## src/rtl/i2c_txn_sequencer.sv

```systemverilog
// i2c_txn_sequencer: replays a host-written table of I2C transactions into the master controller.
// Define SEQ_TIMEOUT_EN to abort a run when any handshake wait exceeds TIMEOUT_CYCLES.
module i2c_txn_sequencer #(
    parameter int DEPTH          = 8,
    parameter int AW             = 3,
    parameter int GAP_CYCLES     = 16,
    parameter int TIMEOUT_CYCLES = 65535
) (
    input  logic          clk,
    input  logic          rst,
    input  logic          cfg_we,
    input  logic [AW-1:0] cfg_idx,
    input  logic          cfg_rw,
    input  logic [6:0]    cfg_addr,
    input  logic [31:0]   cfg_data,
    input  logic          start,
    input  logic [AW:0]   len,
    output logic          busy,
    output logic          done,
    output logic          err,
    output logic          rd_valid,
    output logic [7:0]    rd_data,
    output logic [AW-1:0] rd_idx,
    output logic          m_enable,
    output logic [6:0]    m_addr,
    output logic [31:0]   m_data,
    output logic          m_rw,
    input  logic          m_ready,
    input  logic [7:0]    m_data_out
);
    typedef enum logic [2:0] {IDLE, LOAD, REQ, WAIT_ACCEPT, WAIT_DONE, GAP, FINISH} state_t;
    localparam int GW = $clog2(GAP_CYCLES + 1);

    state_t        state_q;
    logic [39:0]   tbl_q [DEPTH];
    logic [AW-1:0] idx_q;
    logic [AW:0]   n_q;
    logic [AW:0]   idx_nx;
    logic [GW-1:0] gap_q;
    logic          rdy_meta_q;
    logic          rdy_s_q;
    logic          busy_q;
    logic          done_q;
    logic          rd_valid_q;
    logic [7:0]    rd_data_q;
    logic [AW-1:0] rd_idx_q;
    logic          m_enable_q;
    logic [6:0]    m_addr_q;
    logic [31:0]   m_data_q;
    logic          m_rw_q;
    logic          accept;
    logic          stay;
    logic          abort;
    logic          tmo_hit;

    assign accept = start && state_q == IDLE;
    // WAIT_ACCEPT waits for ready low; LOAD and WAIT_DONE wait for ready high
    assign stay   = state_q inside {LOAD, WAIT_ACCEPT, WAIT_DONE} && rdy_s_q == (state_q == WAIT_ACCEPT);
    assign abort  = stay && tmo_hit;
    assign idx_nx = {1'b0, idx_q} + (AW+1)'(1);

    assign busy     = busy_q;
    assign done     = done_q;
    assign rd_valid = rd_valid_q;
    assign rd_data  = rd_data_q;
    assign rd_idx   = rd_idx_q;
    assign m_enable = m_enable_q;
    assign m_addr   = m_addr_q;
    assign m_data   = m_data_q;
    assign m_rw     = m_rw_q;

`ifdef SEQ_TIMEOUT_EN
    localparam int TW = $clog2(TIMEOUT_CYCLES + 1);
    logic [TW-1:0] tmo_q;
    logic          err_q;
    assign tmo_hit = tmo_q == TW'(TIMEOUT_CYCLES - 1);
    assign err     = err_q;
    always_ff @(posedge clk or posedge rst) begin
        if (rst) begin
            tmo_q <= '0;
            err_q <= 1'b0;
        end else begin
            tmo_q <= stay ? tmo_q + TW'(1) : '0;
            err_q <= accept ? 1'b0 : err_q | abort;
        end
    end
`else
    assign tmo_hit = 1'b0;
    assign err     = 1'b0;
`endif

    always_ff @(posedge clk) begin
        if (cfg_we && !busy_q) tbl_q[cfg_idx] <= {cfg_rw, cfg_addr, cfg_data};
    end

    // m_ready comes from the bit-level engine and is resynchronised before use
    always_ff @(posedge clk or posedge rst) begin
        if (rst) begin
            rdy_meta_q <= 1'b0;
            rdy_s_q    <= 1'b0;
        end else begin
            rdy_meta_q <= m_ready;
            rdy_s_q    <= rdy_meta_q;
        end
    end

    always_ff @(posedge clk or posedge rst) begin
        if (rst) begin
            state_q    <= IDLE;
            idx_q      <= '0;
            n_q        <= '0;
            gap_q      <= '0;
            busy_q     <= 1'b0;
            done_q     <= 1'b0;
            rd_valid_q <= 1'b0;
            rd_data_q  <= '0;
            rd_idx_q   <= '0;
            m_enable_q <= 1'b0;
            m_addr_q   <= '0;
            m_data_q   <= '0;
            m_rw_q     <= 1'b0;
        end else begin
            done_q     <= 1'b0;
            rd_valid_q <= 1'b0;
            if (abort) begin
                m_enable_q <= 1'b0;
                state_q    <= FINISH;
            end else begin
                case (state_q)
                    IDLE: if (accept) begin
                        n_q     <= len > (AW+1)'(DEPTH) ? (AW+1)'(DEPTH) : len;
                        idx_q   <= '0;
                        busy_q  <= 1'b1;
                        state_q <= len == '0 ? FINISH : LOAD;
                    end
                    LOAD: begin
                        {m_rw_q, m_addr_q, m_data_q} <= tbl_q[idx_q];
                        if (rdy_s_q) begin
                            m_enable_q <= 1'b1;
                            state_q    <= REQ;
                        end
                    end
                    REQ: state_q <= WAIT_ACCEPT;
                    // enable must drop before the master's post-data ACK so it issues STOP
                    WAIT_ACCEPT: if (!rdy_s_q) begin
                        m_enable_q <= 1'b0;
                        state_q    <= WAIT_DONE;
                    end
                    WAIT_DONE: if (rdy_s_q) begin
                        rd_valid_q <= m_rw_q;
                        if (m_rw_q) begin
                            rd_data_q <= m_data_out;
                            rd_idx_q  <= idx_q;
                        end
                        gap_q   <= '0;
                        state_q <= GAP;
                    end
                    GAP: if (gap_q == GW'(GAP_CYCLES - 1)) begin
                        gap_q <= '0;
                        if (idx_nx < n_q) begin
                            idx_q   <= idx_nx[AW-1:0];
                            state_q <= LOAD;
                        end else begin
                            state_q <= FINISH;
                        end
                    end else begin
                        gap_q <= gap_q + GW'(1);
                    end
                    FINISH: begin
                        busy_q  <= 1'b0;
                        done_q  <= 1'b1;
                        state_q <= IDLE;
                    end
                    default: state_q <= IDLE;
                endcase
            end
        end
    end
endmodule

```

## config.mk

```make
export PLATFORM = sky130hd
export DESIGN_NAME = i2c_txn_sequencer
export DESIGN_NICKNAME = d
export VERILOG_FILES = /design/src/rtl/i2c_txn_sequencer.sv
export SDC_FILE = /design/constraint.sdc
export NUM_CORES = 1
export LEC_CHECK = 0
export BUFFER_PORTS_ARGS = -buffer_cell sky130_fd_sc_hd__buf_2
export CAP_MARGIN = 20
export CORE_MARGIN = 2
export CORE_UTILIZATION = 46
export DETAILED_ROUTE_END_ITERATION = 16
export PLACE_DENSITY = 0.74
export SLEW_MARGIN = 20
export SYNTH_ARGS = -nofsm -noshare
export SYNTH_HDL_FRONTEND = slang
export SYNTH_SLANG_ARGS = --single-unit
```

## constraint.sdc

```tcl
create_clock -name clk -period 3.7 [get_ports clk]
set_input_delay 0.74 -clock clk [delete_from_list [all_inputs] [get_ports clk]]
set_output_delay 0.74 -clock clk [all_outputs]
set_load 0.03 [all_outputs]
```

Word level (Yosys, flattened, before mapping)
Memory sizes are Yosys's and may differ from the RTL's. A register that Yosys moved wholly into a read port is not among the register bits.
Cells that the tools add are included.
{ "totals": {"input_bits": 60, "reg_bits": 32, "ram_bits": 320, "wordCells": 72, "out_inout_bits": 56, "mem_count": 1} }
{ "op_classes": {"n_reduce_logical": 16, "n_mux": 26, "n_lt_le_gt_ge": 2, "n_addsub": 2, "eq_ne": 13} }
{ "mem_list": {"columns": ["name", "depth", "width", "rd", "rd_ports_with_merged_regs", "write_ports", "line_no", "source"], "rows": [
  ["tbl_q", 8, 40, 1, 1, 1, "35", "logic [39:0] tbl_q [DEPTH];"]
]} }
{ "ops": {"columns": ["operator", "count"], "rows": [
  ["3-bit 2-to-1 mux", 10],
  ["3-bit one-hot mux with 6 select lines", 1],
  ["2-bit != test (second input constant)", 6],
  ["5-bit 2-to-1 mux", 2],
  ["5-bit one-hot mux with 2 select lines", 1],
  ["3-bit == test (second input constant)", 3],
  ["1-bit 2-to-1 mux", 8],
  ["2-bit nonzero test", 4],
  ["3-bit by 2-bit == test with 1-bit output (second input constant)", 2],
  ["3-bit one-hot mux with 2 select lines", 1],
  ["2-bit AND reduction", 3],
  ["3-bit AND reduction", 2],
  ["5-bit by 1-bit adder with 5-bit output (second input constant)", 1],
  ["5-bit by 4-bit == test with 1-bit output (second input constant)", 1],
  ["5-bit AND reduction", 1],
  ["3-bit by 1-bit adder with 4-bit output (second input constant)", 1],
  ["4-bit > comparator (second input constant)", 1],
  ["4-bit logical NOT", 1],
  ["4-bit < comparator", 1],
  ["4-bit 2-to-1 mux", 1],
  ["1-bit one-hot mux with 2 select lines", 2],
  ["4-bit AND reduction", 1],
  ["3-bit by 1-bit == test with 1-bit output (second input constant)", 1],
  ["3-bit logical NOT", 1],
  ["2 further kinds", 3]
]} }

Longest topological paths before layout
{ "depth": {"word_depth": 5, "ltp_mapped": 8, "depth_no_buf": 7} }

Worst setup path before layout
OpenSTA, ideal clock, no wires.
{ "synth_timing": {"path_kind": "input to register", "start": "input port cfg_idx[2]", "end": "memory tbl_q[0][0] (enable)", "n_path_buf": 0, "arrival_ns": 3.921, "slack_ns": -0.709, "path_stages": 2, "path_cell_list": "or3b_1 nor3_1"} }
{ "synth_rtl": {"columns": ["item", "line_no", "source"], "rows": [
  ["start, declared", "12", "input logic [AW-1:0] cfg_idx,"],
  ["end, declared", "35", null]
]} }
No word-level cell before the write port.

Worst setup path in the final report
{ "layout_timing": {"start": "register idx_q[2]", "end": "register idx_q[0]"} }
{ "layout_between": {"elab_chain_len": 4} }
{ "layout_rtl": {"columns": ["item", "line_no", "source"], "rows": [
  ["start, declared", "36", "logic [AW-1:0] idx_q;"],
  ["start signal, assigned", "161", "idx_q <= idx_nx[AW-1:0];"],
  ["3-bit by 1-bit adder with 4-bit output", "60", "assign idx_nx = {1'b0, idx_q} + (AW+1)'(1);"],
  ["4-bit < comparator", "160", "if (idx_nx < n_q) begin"],
  ["2-bit != test (no source line)", null, null],
  ["4-bit AND reduction (no source line)", null, null]
]} }
No other way between the ends.
A chain may end at the register's enable or synchronous reset.

==> metrics.txt <==
post-synth net total=817; Iteration-0 DRC Markers=502; postcts setup bufs=0; dpl hpwl=15.9 mm; Period Utilization, post-route=0.692; final std cells w/o fill=about 1400; Site Rows=66; Die H=185 µm; Ports=116; share of post-route cells with drive strength above 1=0.290; TritonCTS Buffers=40; Antenna Nets Post-Route=0; Logic pwr share=0.181; final setup margin=1.14 ns; max frequency=~390 MHz; largest net degree at the start of global routing=85; worst-skew pair later-pin latency=a little over 0.5 ns; FF-to-FF path depth=6; Reg2Reg Launch Point=idx_q[2]; top cells by area, synth=edfxtp_1 (64%), dfrtp_1 (12%), mux4_2 (12%), mux2i_1 (2.9%), a21oi_1 (1.4%); Int Pwr=7970 µW; RR Endpoint=idx_q[0]; gr usage total=0.166; Switching Fraction=0.288; Reg power frac=0.502; top_reg_cell synth=edfxtp_1; peak supply drop=0.000567 V; Fin. Hold Viols=0; final RePlAce weighted congestion=approximately 0.72; number of synthesized flops with an enable pin=320; Inst Count DP=1282; Initial Utilization=0.464; dpl ws=approximately 1.1 ns; WL per Instance=20.3 µm; total design power=roughly 11000 µW; H-tree levels=2; final critical-path required period=2.56 ns; status=finished clean; initial antenna violation count=3; WL final=between 20 and 30 mm; Vias/cell=5.33; Worst-Margin Slew=0.875 ns; P_leak=0.00574 µW; Synth top cells by count=edfxtp_1 (320), mux4_2 (78), dfrtp_1 (72); largest area contributor in the netlist=edfxtp_1; Max-slew headroom=0.416; Cells after Synth=752; Post-synth ARST share=0.184; Hold EP=rdy_meta_q; worst reg-to-reg setup slack=1.14 ns; Synth Cell Area=15000 µm²; TritonCTS clock tree=built; Final Max Slew Viols=0; Worst Setup SP=idx_q[2]; post_cts resized=0; startpoint types=flip-flop; Required @ worst endpoint=between 4 and 5 ns; synthesized flop and latch total=392; Syn Area/Cell=approximately 20 µm²; CP Data Arrival Time=2.99 ns; min-delay src=m_ready; total grt overflow=0; WHS=0.331 ns; CTS hold repair buffers=0; number of maximum-capacitance violations=0; nets=~950; CTS root buf=clkbuf_16; Std-Cell Core Area=roughly 32000 µm²; Sum Neg Setup Slack=0 ns; Yosys cell types=just under 50; # clock sinks=about 400; Switch Pwr=3210 µW; CP Class=flip-flop to flip-flop; class of the worst hold path=primary input to flip-flop; clock tree buffer depth=3; Reg clk slew, reported paths=0.06 ns; IO Port Bufs=114; first-pass GRT wire length=42.9 mm; via count=7211; number of global-route vias before repair=7487; Synth warnings=0; share of the synthesized area in the top cell type=0.640; Cell Pwr Density=648 nW/µm²; synthesis-to-finish area growth=14.8%; Initial DRT Pass Iterations=5; Worst Hold Depth=1; Final setup violation count=0; post-synthesis sequential area ratio=0.760; Die W=185 µm; clock share of power=0.318; RSZ-0062 raised after global routing=no; Die ar.=34100 µm²; clk_skew=roughly 0.0064 ns; CP Max Fanout=46; crit end category=flip-flop; # DRC=0; top-count cell post-synth=edfxtp_1
## how the worst max path moves through the flow
stage | endpoint | slack, ns | depth (start not counted)
after floorplan | tbl_q[1][0] | 0.36 | 2
after global placement | tbl_q[2][23] | 1.16 | 4
after detailed placement | tbl_q[2][23] | 1.12 | 4
after CTS | idx_q[0] | 1.12 | 6
after global routing | idx_q[0] | 0.97 | 6
final | idx_q[0] | 1.14 | 6
## per-layer routing
metal	GRT usage	routed length (µm)	share of wire
met2	0.283	14000	0.51
met1	0.222	11500	0.42
met3	0.0324	1540	0.056
met5	0	30	0.0011
met4	0.0416	561	0.020
## flip-flops by register name, summed over array words and instances (netlist names), 3 cells and up
signal   cells
tbl_q      320
m_data      32
rd_data      8
m_addr       7
gap_q        5
n_q          4
idx_q        3
rd_idx       3
state_q      3
## worst max-delay path, stage by stage, from the launching register on
cell and delay [ns]:
dfrtp_4 1.00, xor2_1 0.16, ha_1 0.23, or3_1 0.36, o221ai_2 0.24, and3_1 0.29, mux2i_1 0.19
## logic make-up (layout without fill, tap and decap cells)
kind of cell             count (synthesis)  after routing  share of synthesized area
flip-flops                             392            392                      0.760
multiplexers                           135            135                      0.158
AND/OR/NAND/NOR                         97             97                     0.0293
AO/OA/AOI/OAI                           72             72                     0.0272
buffers and inverters                   48            207                     0.0202
adder cells (fa/ha/maj)                  5              5                    0.00416
XOR/XNOR                                 2              2                    0.00117
other                                    1              2                   0.000250
## layout by cell type (no fill, tap or decap), types with 3 or more instances in the layout
master and instances:
edfxtp_1 320, buf_2 114, mux4_2 78, dfrtp_1 69, nor2_1 46, mux2i_1 43, a21oi_1 42, clkbuf_16 41
clkbuf_1 24, nand2_1 14, mux2_1 12, buf_4 11, o21ai_1 9, nor2_4 7, nand2b_1 6, inv_1 5
o21ai_0 5, ha_1 5, clkinv_1 5, nand3_1 4, or3_1 3, a31oi_1 3, dfrtp_4 3, buf_12 3
## through the flow
step | cell area, µm² | utilization
final | 17200 | 0.533
after global routing | 17200 | 0.533
after CTS | 17200 | 0.533
after detailed placement | 16100 | 0.497
after global placement | 16100 | 0.497
after floorplan | 15000 | -
## power groups by stage
stage / Combinational, µW / Sequential, µW / Clock (µW)
after floorplan: 1010 / 6030 / 0
after detailed placement: 2050 / 5700 / 0
final: 2020 / 5610 / 3550
after global placement: 2010 / 5690 / 0
after global routing: 2220 / 5670 / 3830
after CTS: 2060 / 5620 / 3650
## area by class of cell
class,count,area [µm²]
flip-flops and latches,392,11400
clock buffers,65,1120
well taps,442,553
clock inverters,6,23.8
repair buffers,128,713
fillers,2546,15100
inverters,8,31.3
multi-input cells,312,3380
diodes,1,2.50
(Power assumes the default switching activity.)
